$ cat src/rtl/ucie_ctl_adapter_sb_cfg_rx.sv
// ucie_ctl_adapter_sb_cfg_rx
// Adapter-side consumer of the RDI sideband config stream. Reassembles NC-bit
// beats into sideband messages (64b header, plus a 64b payload when opcode[0]
// is set), queues completed messages in a small FIFO and returns one credit
// pulse to the PHY for every message drained by the adapter SB handler.
//
// Ports
//   i_clk, i_rst_n   clock, asynchronous active-low reset
//   i_pl_cfg_vld     beat valid (one beat per cycle high)
//   i_pl_cfg         beat data, LSB-first within a qword
//   o_lp_cfg_crd     one-cycle credit-return pulse, cycle after each pop
//   o_msg_vld        FIFO head valid
//   i_msg_rdy        consumer accept; pop on o_msg_vld & i_msg_rdy
//   o_msg_hdr        head message header
//   o_msg_data       head payload (0 when no payload)
//   o_msg_has_data   head message carries a payload
//   o_err_ovf        sticky overflow flag; a completed message was dropped
module ucie_ctl_adapter_sb_cfg_rx #(
  parameter int unsigned NC    = 32,
  parameter int unsigned DEPTH = 2
) (
  input  logic          i_clk,
  input  logic          i_rst_n,
  input  logic          i_pl_cfg_vld,
  input  logic [NC-1:0] i_pl_cfg,
  output logic          o_lp_cfg_crd,
  output logic          o_msg_vld,
  input  logic          i_msg_rdy,
  output logic [63:0]   o_msg_hdr,
  output logic [63:0]   o_msg_data,
  output logic          o_msg_has_data,
  output logic          o_err_ovf
);

  localparam int unsigned BPQ = 64 / NC;
  localparam int unsigned CW  = $clog2(BPQ) + 1;
  localparam int unsigned IW  = (DEPTH > 1) ? $clog2(DEPTH) : 1;
  localparam int unsigned PW  = ((DEPTH > 1) ? $clog2(DEPTH) : 0) + 1;

  localparam logic [CW-1:0] LastBeat = CW'(BPQ - 1);
  // Pointer XOR pattern for full: MSBs differ, lower bits equal.
  localparam logic [PW-1:0] FullXor  = PW'(1) << (PW - 1);

  typedef enum logic [0:0] {StHdr, StData} state_e;

  // ---------------------------------------------------------------------------
  // Beat assembly
  // ---------------------------------------------------------------------------
  state_e        state_q;
  logic [CW-1:0] cnt_q;
  logic [63:0]   hdr_q, data_q;
  logic [63:0]   hdr_nxt, data_nxt;
  logic          last_beat;

  // Completed message staged for one cycle before it is written to the FIFO.
  logic          push_q;
  logic [63:0]   push_hdr_q, push_data_q;
  logic          push_has_q;

  always_comb begin
    hdr_nxt   = hdr_q;
    data_nxt  = data_q;
    last_beat = i_pl_cfg_vld && (cnt_q == LastBeat);
    for (int unsigned k = 0; k < BPQ; k++) begin
      if (cnt_q == CW'(k)) begin
        hdr_nxt[k*NC +: NC]  = i_pl_cfg;
        data_nxt[k*NC +: NC] = i_pl_cfg;
      end
    end
  end

  always_ff @(posedge i_clk or negedge i_rst_n) begin
    if (!i_rst_n) begin
      state_q     <= StHdr;
      cnt_q       <= '0;
      hdr_q       <= '0;
      data_q      <= '0;
      push_q      <= 1'b0;
      push_hdr_q  <= '0;
      push_data_q <= '0;
      push_has_q  <= 1'b0;
    end else begin
      push_q <= 1'b0;
      if (i_pl_cfg_vld) begin
        cnt_q <= last_beat ? '0 : cnt_q + CW'(1);
        unique case (state_q)
          StHdr: begin
            hdr_q <= hdr_nxt;
            if (last_beat) begin
              // opcode = hdr[4:0]; only its LSB selects a payload.
              if (hdr_nxt[0]) begin
                state_q <= StData;
              end else begin
                push_q      <= 1'b1;
                push_hdr_q  <= hdr_nxt;
                push_data_q <= '0;
                push_has_q  <= 1'b0;
              end
            end
          end
          StData: begin
            data_q <= data_nxt;
            if (last_beat) begin
              push_q      <= 1'b1;
              push_hdr_q  <= hdr_q;
              push_data_q <= data_nxt;
              push_has_q  <= 1'b1;
              state_q     <= StHdr;
            end
          end
          default: state_q <= StHdr;
        endcase
      end
    end
  end

  // ---------------------------------------------------------------------------
  // Message FIFO
  // ---------------------------------------------------------------------------
  logic [63:0]   mem_hdr  [DEPTH];
  logic [63:0]   mem_data [DEPTH];
  logic          mem_has  [DEPTH];
  logic [PW-1:0] wr_ptr_q, rd_ptr_q;
  logic [IW-1:0] wr_idx, rd_idx;
  logic          full, empty, pop, push_ok;
  logic          crd_q, ovf_q;

  always_comb begin
    wr_idx  = (DEPTH > 1) ? wr_ptr_q[IW-1:0] : '0;
    rd_idx  = (DEPTH > 1) ? rd_ptr_q[IW-1:0] : '0;
    empty   = (wr_ptr_q == rd_ptr_q);
    full    = ((wr_ptr_q ^ rd_ptr_q) == FullXor);
    pop     = !empty && i_msg_rdy;
    // A push into a full FIFO still lands if the head leaves this cycle.
    push_ok = push_q && (!full || pop);
  end

  always_ff @(posedge i_clk or negedge i_rst_n) begin
    if (!i_rst_n) begin
      for (int unsigned i = 0; i < DEPTH; i++) begin
        mem_hdr[i]  <= '0;
        mem_data[i] <= '0;
        mem_has[i]  <= 1'b0;
      end
      wr_ptr_q <= '0;
      rd_ptr_q <= '0;
      crd_q    <= 1'b0;
      ovf_q    <= 1'b0;
    end else begin
      if (push_ok) begin
        mem_hdr[wr_idx]  <= push_hdr_q;
        mem_data[wr_idx] <= push_data_q;
        mem_has[wr_idx]  <= push_has_q;
        wr_ptr_q         <= wr_ptr_q + PW'(1);
      end
      if (pop) begin
        rd_ptr_q <= rd_ptr_q + PW'(1);
      end
      if (push_q && !push_ok) begin
        ovf_q <= 1'b1;
      end
      crd_q <= pop;
    end
  end

  always_comb begin
    o_msg_vld      = !empty;
    o_msg_hdr      = mem_hdr[rd_idx];
    o_msg_data     = mem_data[rd_idx];
    o_msg_has_data = mem_has[rd_idx];
    o_lp_cfg_crd   = crd_q;
    o_err_ovf      = ovf_q;
  end

endmodule

$ cat config.mk
export PLATFORM = sky130hd
export DESIGN_NAME = ucie_ctl_adapter_sb_cfg_rx
export DESIGN_NICKNAME = d
export VERILOG_FILES = /design/src/rtl/ucie_ctl_adapter_sb_cfg_rx.sv
export SDC_FILE = /design/constraint.sdc
export NUM_CORES = 1
export LEC_CHECK = 0
export ABC_AREA = 1
export CAP_MARGIN = 20
export CORE_ASPECT_RATIO = 0.6
export CORE_MARGIN = 2
export CORE_UTILIZATION = 60
export CTS_BUF_LIST = sky130_fd_sc_hd__clkbuf_4
export DETAILED_ROUTE_END_ITERATION = 12
export MAX_ROUTING_LAYER = met4
export PLACE_DENSITY = 0.81
export SLEW_MARGIN = 25
export SYNTH_ARGS = -nofsm -noshare
export SYNTH_HDL_FRONTEND = slang
export SYNTH_SLANG_ARGS = --single-unit
$ cat constraint.sdc
create_clock -name i_clk -period 1.82 [get_ports i_clk]
set_input_delay 0.364 -clock i_clk [delete_from_list [all_inputs] [get_ports i_clk]]
set_output_delay 0.364 -clock i_clk [all_outputs]
set_load 0.005 [all_outputs]
**After elaboration in Yosys (flattened, before gate mapping)**

Index checks and enable logic that the tools add are counted.
W data, S select, Z words.

- Logic and storage cells: 89
- Bits in registers: 525
- Output and inout bits: 132

- $add $sub $neg: 3
- Equal/unequal tests: 6
- Bitwise logic cells: 4
- Muxes and demuxes: 42
- Reductions and logical operators: 13
- $lt $le $gt $ge: 3

Operators with widths:

| kind | number |
|---|---|
| $mux W64 | 13 |
| $bwmux W128 | 2 |
| $pmux W64 S2 | 2 |
| $mux W32 | 4 |
| $demux W64 S1 | 1 |
| $mux W1 | 14 |
| $add A2 B1 Y2 const B | 3 |
| $pmux W1 S2 | 3 |
| $logic_and A1 B1 Y1 | 5 |
| $ge A2 B2 Y1 const B | 2 |
| $ne A2 B2 Y1 const B | 2 |
| $not A1 Y2 | 2 |
| $reduce_and A2 Y1 | 2 |
| $reduce_and A4 Y1 | 1 |
| $logic_not A1 Y1 | 3 |
| $bwmux W2 | 1 |
| $eq A2 B1 Y1 const B | 1 |
| $eq A2 B2 Y1 | 1 |
| $eq A2 B2 Y1 const B | 1 |
| $logic_not A2 Y1 | 1 |
| $lt A2 B1 Y1 const B | 1 |
| $mux W2 | 1 |
| $ne A2 B1 Y1 const B | 1 |
| $xor A2 B2 Y2 | 1 |
| other kinds (3) | 3 |

**Logic depth before layout (Yosys ltp)**

- Depth after elaboration: 7
- Mapped depth: 11
- Mapped depth without buffers: 9

**Worst setup path after synthesis**

OpenSTA, ideal clock, no wires.

- Kind: register to output
- From: register rd_ptr_q[0]
- To: output port o_msg_data[0]
- Arrival: 1.228 ns
- Path slack: 0.228 ns
- Buffers on the path: 3
- Stages on the path, launching flop included: 7
- Path through: dfrtp_1 > buf_2 > inv_2 > clkbuf_1 > clkbuf_1 > nand2_1 > nand2_1

- Longest elaborated chain between the ends: 4

Ends and longest elaborated chain:

| what | RTL line | RTL |
|---|---|---|
| start, declared | 123 | `logic [PW-1:0] wr_ptr_q, rd_ptr_q;` |
| start signal, assigned | 157 | `rd_ptr_q <= rd_ptr_q + PW'(1);` |
| $not A1 Y2 (implied by the code) | 169 | `o_msg_data = mem_data[rd_idx];` |
| $mux W64 (implied by the code) (3 in a row) | 169 |  |
| end, declared | 30 | `output logic [63:0] o_msg_data,` |

Every way passes these cells. The select of a mux whose other input is x is not followed.

**Worst setup path in the final report**

- From: register rd_ptr_q[0]
- To: output port o_msg_data[32]

Same word-level chain as after synthesis.

==> impl_metrics.json <==
{
  "status": "finished with violations",
  "violations": "negative setup slack",
  "die-height_um": 156,
  "rows": 55,
  "antenna_found_initial": 3,
  "routedWlPerCell_um": 19.4,
  "cts_sinks": 493,
  "synthesis.area_sq_um": 23000,
  "worstPathMaxFanout": 11,
  "syn_to_final_growth_pct": 22.2,
  "cp-endpoint": "o_msg_data[32]",
  "grtUsageTotal_pct": 36.5,
  "hold_viol": 0,
  "required_ns": 1.46,
  "start_util_pct": 60.9,
  "fmax_mhz": 359,
  "ios": 168,
  "worstSkewPairLatency_ns": 0.86,
  "grt_overflow_total": 0,
  "port_buffers": 167,
  "startpoint": "rd_ptr_q[0]",
  "fin_crit_sh_pct": 153,
  "synth-seq-area-share_pct": 53.7,
  "die-width_um": 257,
  "avgSynthCellArea_sq_um": 7.73,
  "synth.top_cells.by_count": "1,535 x nand2_1, 493 x dfrtp_1, 259 x nand4_1",
  "ant_nets": 0,
  "final_area_sq_um": 28100,
  "maxSlewViolCount": 0,
  "synth.most_common_cell": "nand2_1",
  "setup.worst_path.end_class": "output pin",
  "timing.final.ws_setup_ns": -0.964,
  "r2r_slack_ns": -0.26,
  "drt-total-wl_um": 73500,
  "r2r_cells": 9,
  "pwr_density_cell_nw_per_um2": 1890,
  "tightestPinTransition_ns": 0.701,
  "place_congestion": 0.913,
  "cts.htree.levels": 3,
  "multi_input_area_sq_um": 9510,
  "synth_cells": 2971,
  "synth.distinct_cells": 21,
  "drive_gt1_share_pct": 16.9,
  "synth_top_area_share_pct": 53.7,
  "setup-violations-final": 388,
  "use_met1_pct": 52.1,
  "path_class": "reg -> out",
  "tns_ns": -122.84,
  "cts.path.max_buffers": 3,
  "synth_top_area_cell": "dfrtp_1",
  "synth_edf_count": 0,
  "hpwlAfterDp_um": 46000,
  "r2r_start": "rd_ptr_q[0]",
  "r2r-end": "mem_data[96]",
  "grt_max_degree": 134,
  "period_minus_slack_ns": 2.78,
  "seq_area_sq_um": 12300,
  "cp-start-kind": "flip-flop",
  "cts_made_buffers": 111,
  "max_cap_violations": 0,
  "vias": 22437,
  "synth_ff_type": "dfrtp_1",
  "dp.cells": 3546,
  "met3_usage_pct": 8.93,
  "first_global_vias": 20655,
  "clockRootBuffer": "clkbuf_4",
  "core_sq_um": 37700,
  "leakage_nw": 15.6,
  "route.detailed.drc": 0,
  "ys_top_cells_by_area": "dfrtp_1 54%, nand2_1 25%, nand4_1 7.1%",
  "grt_pass1_wl_um": 111000,
  "fill_cells": 2705,
  "nNetsFinal": 3221,
  "rsz0062_at_grt": "true",
  "fin_skew_ns": 0.0555,
  "ys_async_sr_fraction_pct": 100,
  "synth_nets": 3007,
  "drt_first_pass_iters": 6,
  "synth-seq-cells": 493,
  "initialDrtViolationCount": 3037,
  "hp-class": "in -> async",
  "arrival_ns": 2.42,
  "max-slew-margin-rel_pct": 53.3,
  "ys_warn_count": 0,
  "cts_tree": "yes",
  "p_total_mw": 53.0,
  "clk_pin_slew_ns": 0.07,
  "gr-max-usage-layer": "met1",
  "grtUsageMet2_pct": 51.2,
  "die_area_sq_um": 39900,
  "irDropWorstVdd_v": 0.00156,
  "layoutNonFillerInstCount": 3793,
  "detail_route.vias_per_cell": 5.92,
  "place_area_sq_um": 25900
}
## cell families after synthesis
kind of cell	synth area share [%]
buffers and inverters	6.56
xor gates and xnor gates	0.0763
DFF	53.7
AOI/OAI and AO/OA	3.39
and+or+nand+nor	36.3
## worst min-delay path by stage
stage | slack [ns] | cells after the start | endpoint
floorplan | 0.07 | 0 | cnt_q[0]
global placement | 0.24 | 1 | mem_data[28]
global route | 0.14 | 3 | mem_hdr[125]
detailed placement | 0.25 | 1 | mem_data[28]
CTS | 0.1 | 3 | mem_hdr[125]
finish | 0.14 | 3 | rd_ptr_q[1]
## area by class of cell
type / instances / area share, %
Antenna cell: 2 / 0.0178
Clock buffer: 174 / 4.65
Clock inverter: 32 / 0.575
Inverter: 102 / 1.42
Multi-Input combinational cell: 2141 / 33.9
Sequential cell: 493 / 44.0
Tap cell: 513 / 2.29
Timing Repair Buffer: 335 / 13.1
Timing Repair inverter: 1 / 0.0312
## power by group
part / total [mW] / internal (mW) / switching [mW]
combinational: 24.9 / 9.41 / 15.5
clock: 9.01 / 4.49 / 4.52
sequential: 19.1 / 15.5 / 3.59
## layout by cell type (no fill, tap or decap), types with 4 or more instances in the layout
master,n
buf_12,53
buf_16,8
buf_8,6
clkinv_1,25
nand2_1,1450
buf_6,15
nand2_4,19
dfrtp_1,489
clkdlybuf4s50_1,39
nand3_1,177
clkdlybuf4s15_2,20
o21ai_0,152
clkbuf_16,8
clkbuf_4,174
nand2_2,68
buf_4,85
nand3_4,4
buf_2,14
clkbuf_2,60
nand4_1,259
inv_1,98
dlymetal6s2s_1,23
## timing repair
item,CTS,global route
setup endpoints to repair,282,387
hold endpoints to repair,460,0
gates resized for setup,187,271
hold buffers,2,0
setup buffers,10,17
pin swaps,4,29
gates cloned,4,10
## worst max-delay path, stage by stage, from the launching register on
cell             delay (ns)
dfrtp_4                0.58
inv_6                  0.14
clkbuf_16              0.20
nand2_1                0.08
nand2_1                0.08
clkdlybuf4s50_1        0.50
## routing by layer
layer / wire (um) / vias up
li1: - / 10098
met1: 29500 / 10792
met2: 32100 / 1361
met3: 9550 / 186
met4: 2380 / 0
met5: 0 / -
## registers in the layout, indices dropped and copies added, names as in the netlist, 2 cells and up
signal	count
hdr_q	64
mem_hdr	128
mem_has	2
data_q	32
wr_ptr_q	2
mem_data	128
rd_ptr_q	2
cnt_q	2
push_hdr_q	64
push_data_q	64
## metrics by stage
stage	utilization (%)	worst slack (ns)	hold WS (ns)
floorplan	-	0.228	0.0684
global placement	68.6	-0.263	0.244
detailed placement	68.6	-0.259	0.245
CTS	73.4	-1.01	0.0951
global route	74.4	-1.02	0.141
finish	74.4	-0.964	0.143
(Power assumes the default switching activity.)
